===== config.mk =====
export PLATFORM = sky130hd
export DESIGN_NAME = rv32i_sequencer
export DESIGN_NICKNAME = d
export VERILOG_FILES = /design/src/rtl/rv32i_pkg.sv /design/src/rtl/rv32i_wait_timer.sv /design/src/rtl/rv32i_sequencer.sv
export SDC_FILE = /design/constraint.sdc
export NUM_CORES = 1
export LEC_CHECK = 0
export BUFFER_PORTS_ARGS = -buffer_cell sky130_fd_sc_hd__clkbuf_2
export CAP_MARGIN = 20
export CORE_MARGIN = 8
export CORE_UTILIZATION = 45
export CTS_CLUSTER_SIZE = 20
export DETAILED_ROUTE_END_ITERATION = 7
export PLACE_DENSITY = 0.66
export SLEW_MARGIN = 20
export SYNTH_ARGS = -nofsm -noshare
export SYNTH_HDL_FRONTEND = slang
export SYNTH_SLANG_ARGS = --single-unit

===== constraint.sdc =====
create_clock -name clk -period 3.05 [get_ports clk]
set_input_delay 0.61 -clock clk [delete_from_list [all_inputs] [get_ports clk]]
set_output_delay 0.61 -clock clk [all_outputs]
set_load 0.02 [all_outputs]

===== src/rtl/rv32i_pkg.sv =====
// Shared definitions for the RV32I multi-cycle sequencer and its decoder.
// Opcode constants, state encoding, write-back / PC-select encodings, trap causes.
// No logic beyond a pure opcode-legality helper.
package rv32i_pkg;

  // RV32I major opcodes (instruction bits [6:0])
  localparam logic [6:0] OPC_LOAD   = 7'b0000011;
  localparam logic [6:0] OPC_STORE  = 7'b0100011;
  localparam logic [6:0] OPC_OP     = 7'b0110011;
  localparam logic [6:0] OPC_OP_IMM = 7'b0010011;
  localparam logic [6:0] OPC_BRANCH = 7'b1100011;
  localparam logic [6:0] OPC_JAL    = 7'b1101111;
  localparam logic [6:0] OPC_JALR   = 7'b1100111;
  localparam logic [6:0] OPC_LUI    = 7'b0110111;
  localparam logic [6:0] OPC_AUIPC  = 7'b0010111;
  localparam logic [6:0] OPC_FENCE  = 7'b0001111;

  // Sequencer states; the numeric value is visible on the debug port
  typedef enum logic [2:0] {
    ST_FETCH   = 3'd0,
    ST_DECODE  = 3'd1,
    ST_EXECUTE = 3'd2,
    ST_MEM     = 3'd3,
    ST_WB      = 3'd4,
    ST_TRAP    = 3'd5
  } state_e;

  // Register write-back source select
  localparam logic [1:0] WB_ALU = 2'd0;
  localparam logic [1:0] WB_MEM = 2'd1;
  localparam logic [1:0] WB_PC4 = 2'd2;
  localparam logic [1:0] WB_IMM = 2'd3;

  // Next-PC select
  localparam logic [1:0] PC_PLUS4  = 2'd0;
  localparam logic [1:0] PC_BRANCH = 2'd1;
  localparam logic [1:0] PC_JALR   = 2'd2;

  // Trap causes
  localparam logic [1:0] CAUSE_NONE    = 2'd0;
  localparam logic [1:0] CAUSE_ILLEGAL = 2'd1;
  localparam logic [1:0] CAUSE_IMEM    = 2'd2;
  localparam logic [1:0] CAUSE_DMEM    = 2'd3;

  // True for the opcodes this sequencer knows how to run
  function automatic logic opcode_legal(input logic [6:0] opc);
    case (opc)
      OPC_LOAD, OPC_STORE, OPC_OP, OPC_OP_IMM, OPC_BRANCH,
      OPC_JAL, OPC_JALR, OPC_LUI, OPC_AUIPC, OPC_FENCE: opcode_legal = 1'b1;
      default:                                          opcode_legal = 1'b0;
    endcase
  endfunction

endpackage


===== src/rtl/rv32i_wait_timer.sv =====
// Memory wait timer: loadable up-counter with clear, enable and limit flag.
// hit is high while the count sits one below LIMIT, i.e. the next
// enabled cycle would reach LIMIT.
module rv32i_wait_timer #(
  parameter int LIMIT = 255,
  parameter int W     = 16
) (
  input  logic         clk,
  input  logic         rst,
  input  logic         clear,
  input  logic         load,
  input  logic [W-1:0] load_value,
  input  logic         enable,
  output logic         hit
);

  logic [W-1:0] count;

  // Count enabled cycles; clear and reset take priority over load and enable
  always_ff @(posedge clk) begin
    if (rst || clear) begin
      count <= '0;
    end else if (load) begin
      count <= load_value;
    end else if (enable) begin
      count <= count + W'(1);
    end
  end

  assign hit = (count == W'(LIMIT - 1));

endmodule


===== src/rtl/rv32i_sequencer.sv =====
// Multi-cycle RV32I control sequencer: fetch, decode, execute, memory, write-back.
// Outputs decode from state and latched IR; ir_load/pc_write follow acks the same cycle.
// Waits on imem_ack/dmem_ack up to MEM_TIMEOUT cycles, then traps until reset.
module rv32i_sequencer
  import rv32i_pkg::*;
#(
  parameter int MEM_TIMEOUT = 255,
  parameter int COUNT_W     = 32
) (
  input  logic               clk,
  input  logic               rst,
  output logic               imem_req,
  input  logic               imem_ack,
  input  logic [31:0]        instruction,
  output logic               ir_load,
  output logic               dmem_req,
  output logic               dmem_we,
  input  logic               dmem_ack,
  input  logic               branch_taken,
  output logic               alu_src_b,
  output logic               reg_write,
  output logic [1:0]         wb_sel,
  output logic               pc_write,
  output logic [1:0]         pc_sel,
  output logic               trap,
  output logic [1:0]         trap_cause,
  output logic [COUNT_W-1:0] retired,
  output logic [2:0]         state
);

  state_e     cur;
  logic [6:0] ir_opcode;
  logic [4:0] ir_rd;
  logic       timer_en;
  logic       timer_hit;
  logic       retire;

  // Operand, immediate and register-index fields are consumed by the datapath, not here
  logic unused_ir_fields;
  assign unused_ir_fields = ^instruction[31:12];

  // Opcode class of the latched instruction
  logic is_load, is_store, is_op, is_branch, is_jal, is_jalr, is_lui, is_fence;
  assign is_load   = (ir_opcode == OPC_LOAD);
  assign is_store  = (ir_opcode == OPC_STORE);
  assign is_op     = (ir_opcode == OPC_OP);
  assign is_branch = (ir_opcode == OPC_BRANCH);
  assign is_jal    = (ir_opcode == OPC_JAL);
  assign is_jalr   = (ir_opcode == OPC_JALR);
  assign is_lui    = (ir_opcode == OPC_LUI);
  assign is_fence  = (ir_opcode == OPC_FENCE);

  // Count only cycles spent waiting for an ack; anything else restarts the count
  assign timer_en = ((cur == ST_FETCH) && !imem_ack) || ((cur == ST_MEM) && !dmem_ack);

  rv32i_wait_timer #(
    .LIMIT (MEM_TIMEOUT),
    .W     (16)
  ) u_wait_timer (
    .clk        (clk),
    .rst        (rst),
    .clear      (!timer_en),
    .load       (1'b0),
    .load_value (16'd0),
    .enable     (timer_en),
    .hit        (timer_hit)
  );

  // An instruction retires exactly when it commits its PC update
  assign retire = pc_write;
  assign state  = cur;

  // Control outputs from state and latched IR; all held low while reset is asserted
  always_comb begin
    imem_req  = 1'b0;
    ir_load   = 1'b0;
    dmem_req  = 1'b0;
    dmem_we   = 1'b0;
    alu_src_b = 1'b0;
    reg_write = 1'b0;
    wb_sel    = WB_ALU;
    pc_write  = 1'b0;
    pc_sel    = PC_PLUS4;
    trap      = 1'b0;
    if (!rst) begin
      case (cur)
        ST_FETCH: begin
          imem_req = 1'b1;
          ir_load  = imem_ack;
        end
        ST_EXECUTE: begin
          alu_src_b = !(is_op || is_branch);
          if (is_branch) begin
            pc_write = 1'b1;
            pc_sel   = branch_taken ? PC_BRANCH : PC_PLUS4;
          end else if (is_fence) begin
            pc_write = 1'b1;
          end
        end
        ST_MEM: begin
          dmem_req = 1'b1;
          dmem_we  = is_store;
          pc_write = is_store && dmem_ack;
        end
        ST_WB: begin
          reg_write = (ir_rd != 5'd0);
          if (is_load)                wb_sel = WB_MEM;
          else if (is_jal || is_jalr) wb_sel = WB_PC4;
          else if (is_lui)            wb_sel = WB_IMM;
          pc_write = 1'b1;
          if (is_jal)       pc_sel = PC_BRANCH;
          else if (is_jalr) pc_sel = PC_JALR;
        end
        ST_TRAP: trap = 1'b1;
        default: ;
      endcase
    end
  end

  // State transitions, IR latch, trap cause and retire counter
  always_ff @(posedge clk) begin
    if (rst) begin
      cur        <= ST_FETCH;
      ir_opcode  <= 7'd0;
      ir_rd      <= 5'd0;
      trap_cause <= CAUSE_NONE;
      retired    <= '0;
    end else begin
      if (retire) retired <= retired + COUNT_W'(1);
      case (cur)
        ST_FETCH: begin
          if (imem_ack) begin
            ir_opcode <= instruction[6:0];
            ir_rd     <= instruction[11:7];
            cur       <= ST_DECODE;
          end else if (timer_hit) begin
            trap_cause <= CAUSE_IMEM;
            cur        <= ST_TRAP;
          end
        end
        ST_DECODE: begin
          if (opcode_legal(ir_opcode)) begin
            cur <= ST_EXECUTE;
          end else begin
            trap_cause <= CAUSE_ILLEGAL;
            cur        <= ST_TRAP;
          end
        end
        ST_EXECUTE: begin
          if (is_load || is_store)       cur <= ST_MEM;
          else if (is_branch || is_fence) cur <= ST_FETCH;
          else                            cur <= ST_WB;
        end
        ST_MEM: begin
          if (dmem_ack) begin
            cur <= is_load ? ST_WB : ST_FETCH;
          end else if (timer_hit) begin
            trap_cause <= CAUSE_DMEM;
            cur        <= ST_TRAP;
          end
        end
        ST_WB:   cur <= ST_FETCH;
        ST_TRAP: cur <= ST_TRAP;
        default: cur <= ST_FETCH;
      endcase
    end
  end

endmodule


==> results.md <==
- Final #Nets: a little over 500
- Status: finished, final reports clean
- Max incr delay on CP: around 0.65 ns
- CP startpoint kind: register
- Critical Path Slowest Stage Cell: dfxtp_1
- Distinct cells, synth: 50
- Share of cells above drive strength 1: 20.8%
- Vias/cell: 5.43
- Die Ht: roughly 100 µm
- Routed WL per cell: about 14 µm
- DRC Markers: 0
- CTS Root Cell: clkbuf_8
- FF+latch count, synth: 65
- DP HPWL: 5.75 mm
- Hold slack: about 0.46 ns
- Area grow syn2layout: 19.0%
- Setup Total Neg Slack: 0 ns
- Fmax: 377 MHz
- Number of diodes: 0
- Final Skew: approximately 0.012 ns
- Async set-or-reset flop fraction in the synthesized netlist: 0%
- CP Capture Type: output pin
- Initial antenna violation count: 0
- Lkg Pwr: between 0.001 and 0.0015 µW
- GP Congestion: 0.839
- Post-Route WL: ~8.0 mm
- Crit path required time: roughly 2.4 ns
- Clock latency on the worst-skew pair: ~0.34 ns
- Design Area, Final: 4020 µm²
- Gr ovfl total: 0
- RSZ-0062 raised after global routing: false
- CTS tree: built
- WS Path Type: reg -> out
- Worst-Margin Slew: 0.537 ns
- Fillers: 717
- Max-slew violation count: 0
- Reg power frac: about 47%
- Setup violators final: 0
- Clock buffer count from CTS: 9
- Logic pwr share: 8.4%
- Storage element area: about 1300 µm²
- Area after DPL: roughly 3800 µm²
- Register area share after synthesis: 38.5%
- Mapped cell area: ~3400 µm²
- Synth cell count leaders: 65 x dfxtp_1, 51 x nor2_1, 47 x nand2_1
- CTS clk-pin slew, worst paths: 0.07 ns
- Drt first-iter violations: approximately 160
- P_sw: 449 µW
- R2r worst-path depth: 6
- Post-route ant nets: 0
- Port Buffers: 65
- Hold_buf cts: 0
- Dominant synthesized flop cell: dfxtp_1
- Post-Syn Nets: 448
- Area of the multi-input gates: between 1500 and 2000 µm²
- First-pass GRT wire length: 13.4 mm
- # rows: 31
- Synth top area cells: dfxtp_1 39%, xnor2_1 7.0%, nor2_1 5.7%
- CTS sink count: between 60 and 70
- Pre-antenna DRT Iters: 4
- # IOs: between 80 and 90
- Minimum clock period: approximately 2.7 ns
- Pin count of the biggest net entering global routing: 50
- Slew HR: between 60% and 70%
- Die area: 10500 µm²
- Crit path DAT: 2.04 ns
- Hold WC Path Type: reg -> reg
- Die Wd: around 100 µm
- Cells after Synth: between 400 and 500
- Via count: ~3100
- Max Cap Violations: 0
- Hold Path Depth: 2
- Clock Path Buffers: 2
- Depth of the CTS H-tree: 3
- Post-CTS Setup Inserts: 0
- Initial core utilization: between 40 and 50%
- Finished Core Util: ~55%
- Syn Area/Cell: just over 8 µm²
- Period utilization: 86.9%
- Hold Vio Cnt, Final: 0
- Worst IR Drop VDD: slightly above 300 µV
- Core Area: approximately 7300 µm²
- Power per Cell Area: ~480 nW/µm²
- Number of global-route vias before repair: ~2800
- Total Power: around 1900 µW
- Post-synth top area cell: dfxtp_1
- Most frequent cell after synthesis: dfxtp_1
- Post_cts resized: 0
- CP Cell Sequence: and4b_1 > a41oi_2 > buf_4 > a21oi_1 > clkbuf_2
- Synth warn: 0
- GRT Overall Usage: between 10% and 20%
- Crit-path max FO: 16
- Share of the synthesized area in the top cell type: approximately 39%
- Switching Fraction: a little under a quarter
- Pint: 1470 µW
- Post-synth EDFFs: 0
- Clock share of power: around 45%
==> worst max-delay path: cells and delay by family (launching register included) <==
family	cells	cell delay [ns]
DFF	1	0.65
and+or+nand+nor	1	0.27
buffers and inverters	2	0.42
AOI/OAI and AO/OA	2	0.37
==> final timing paths <==
path / startpoint / end / slack (ns)
setup / recovery: state[2] / pc_write / 0.40
hold / removal: ir_opcode[0] / ir_opcode[0] / 0.46
setup reg to reg: state[1] / retired[17] / 0.71
hold reg to reg: ir_opcode[0] / ir_opcode[0] / 0.46
==> registers in the layout (all words and copies together), names as in the netlist <==
register / count
u_wait_timer.count: 16
state: 3
ir_opcode: 7
retired: 32
trap_cause: 2
ir_rd: 5
==> metal layers <==
metal / vias to the layer above / routed length, µm / GRT usage, %
met5: - / 0 / 0
met3: 14 / 505 / 3.65
met1: 1438 / 3660 / 19.7
met2: 72 / 3690 / 25.1
li1: 1578 / - / -
met4: 0 / 141 / 7.00
==> power groups by stage <==
| stage | sequential (µW) | combinational, µW | clock, µW |
|---|---|---|---|
| finish | 894 | 161 | 861 |
| global placement | 913 | 160 | 0 |
| CTS | 895 | 162 | 880 |
| floorplan | 905 | 120 | 0 |
| global route | 897 | 180 | 918 |
| detailed placement | 914 | 161 | 0 |
==> final cells by class <==
cell class	count	share of cell area (%)
clock buffer	10	3.18
clock inverter	5	2.58
inverter	7	0.654
multi-input combinational	311	48.3
sequential	65	32.4
tap	99	3.08
timing repair buffer	74	9.78
==> cells by family (layout without fill, tap and decap cells) <==
family / Yosys count / after routing / share of synthesized area [%]
simple gates: 188 / 188 / 29.3
xor+xnor: 37 / 37 / 9.60
mux: 3 / 3 / 0.890
buf+inv: 32 / 96 / 3.93
flops: 65 / 65 / 38.5
fa+ha+maj: 3 / 3 / 1.11
compound gates: 80 / 80 / 16.6
==> per-stage QoR <==
step / setup slack [ns] / instances
final: 0.398 / 571
after global routing: 0.263 / 571
after CTS: 0.374 / 571
after detailed placement: 0.713 / 556
after global placement: 0.749 / 556
after floorplan: 0.623 / 408
==> cells in the final DEF, fill, tap and decap left out, types with 6 or more instances in the layout <==
master	instances
nand2_1	47
xor2_1	10
a21oi_1	33
xnor2_1	27
nand4_1	9
or3_1	8
and2_1	7
dfxtp_1	65
o21ai_0	13
nor2_1	51
buf_4	9
inv_1	7
a2111oi_0	6
a211oi_1	7
clkbuf_8	9
nand3_1	17
and4_1	9
clkbuf_2	65
Power figures use the tool's default switching activity.
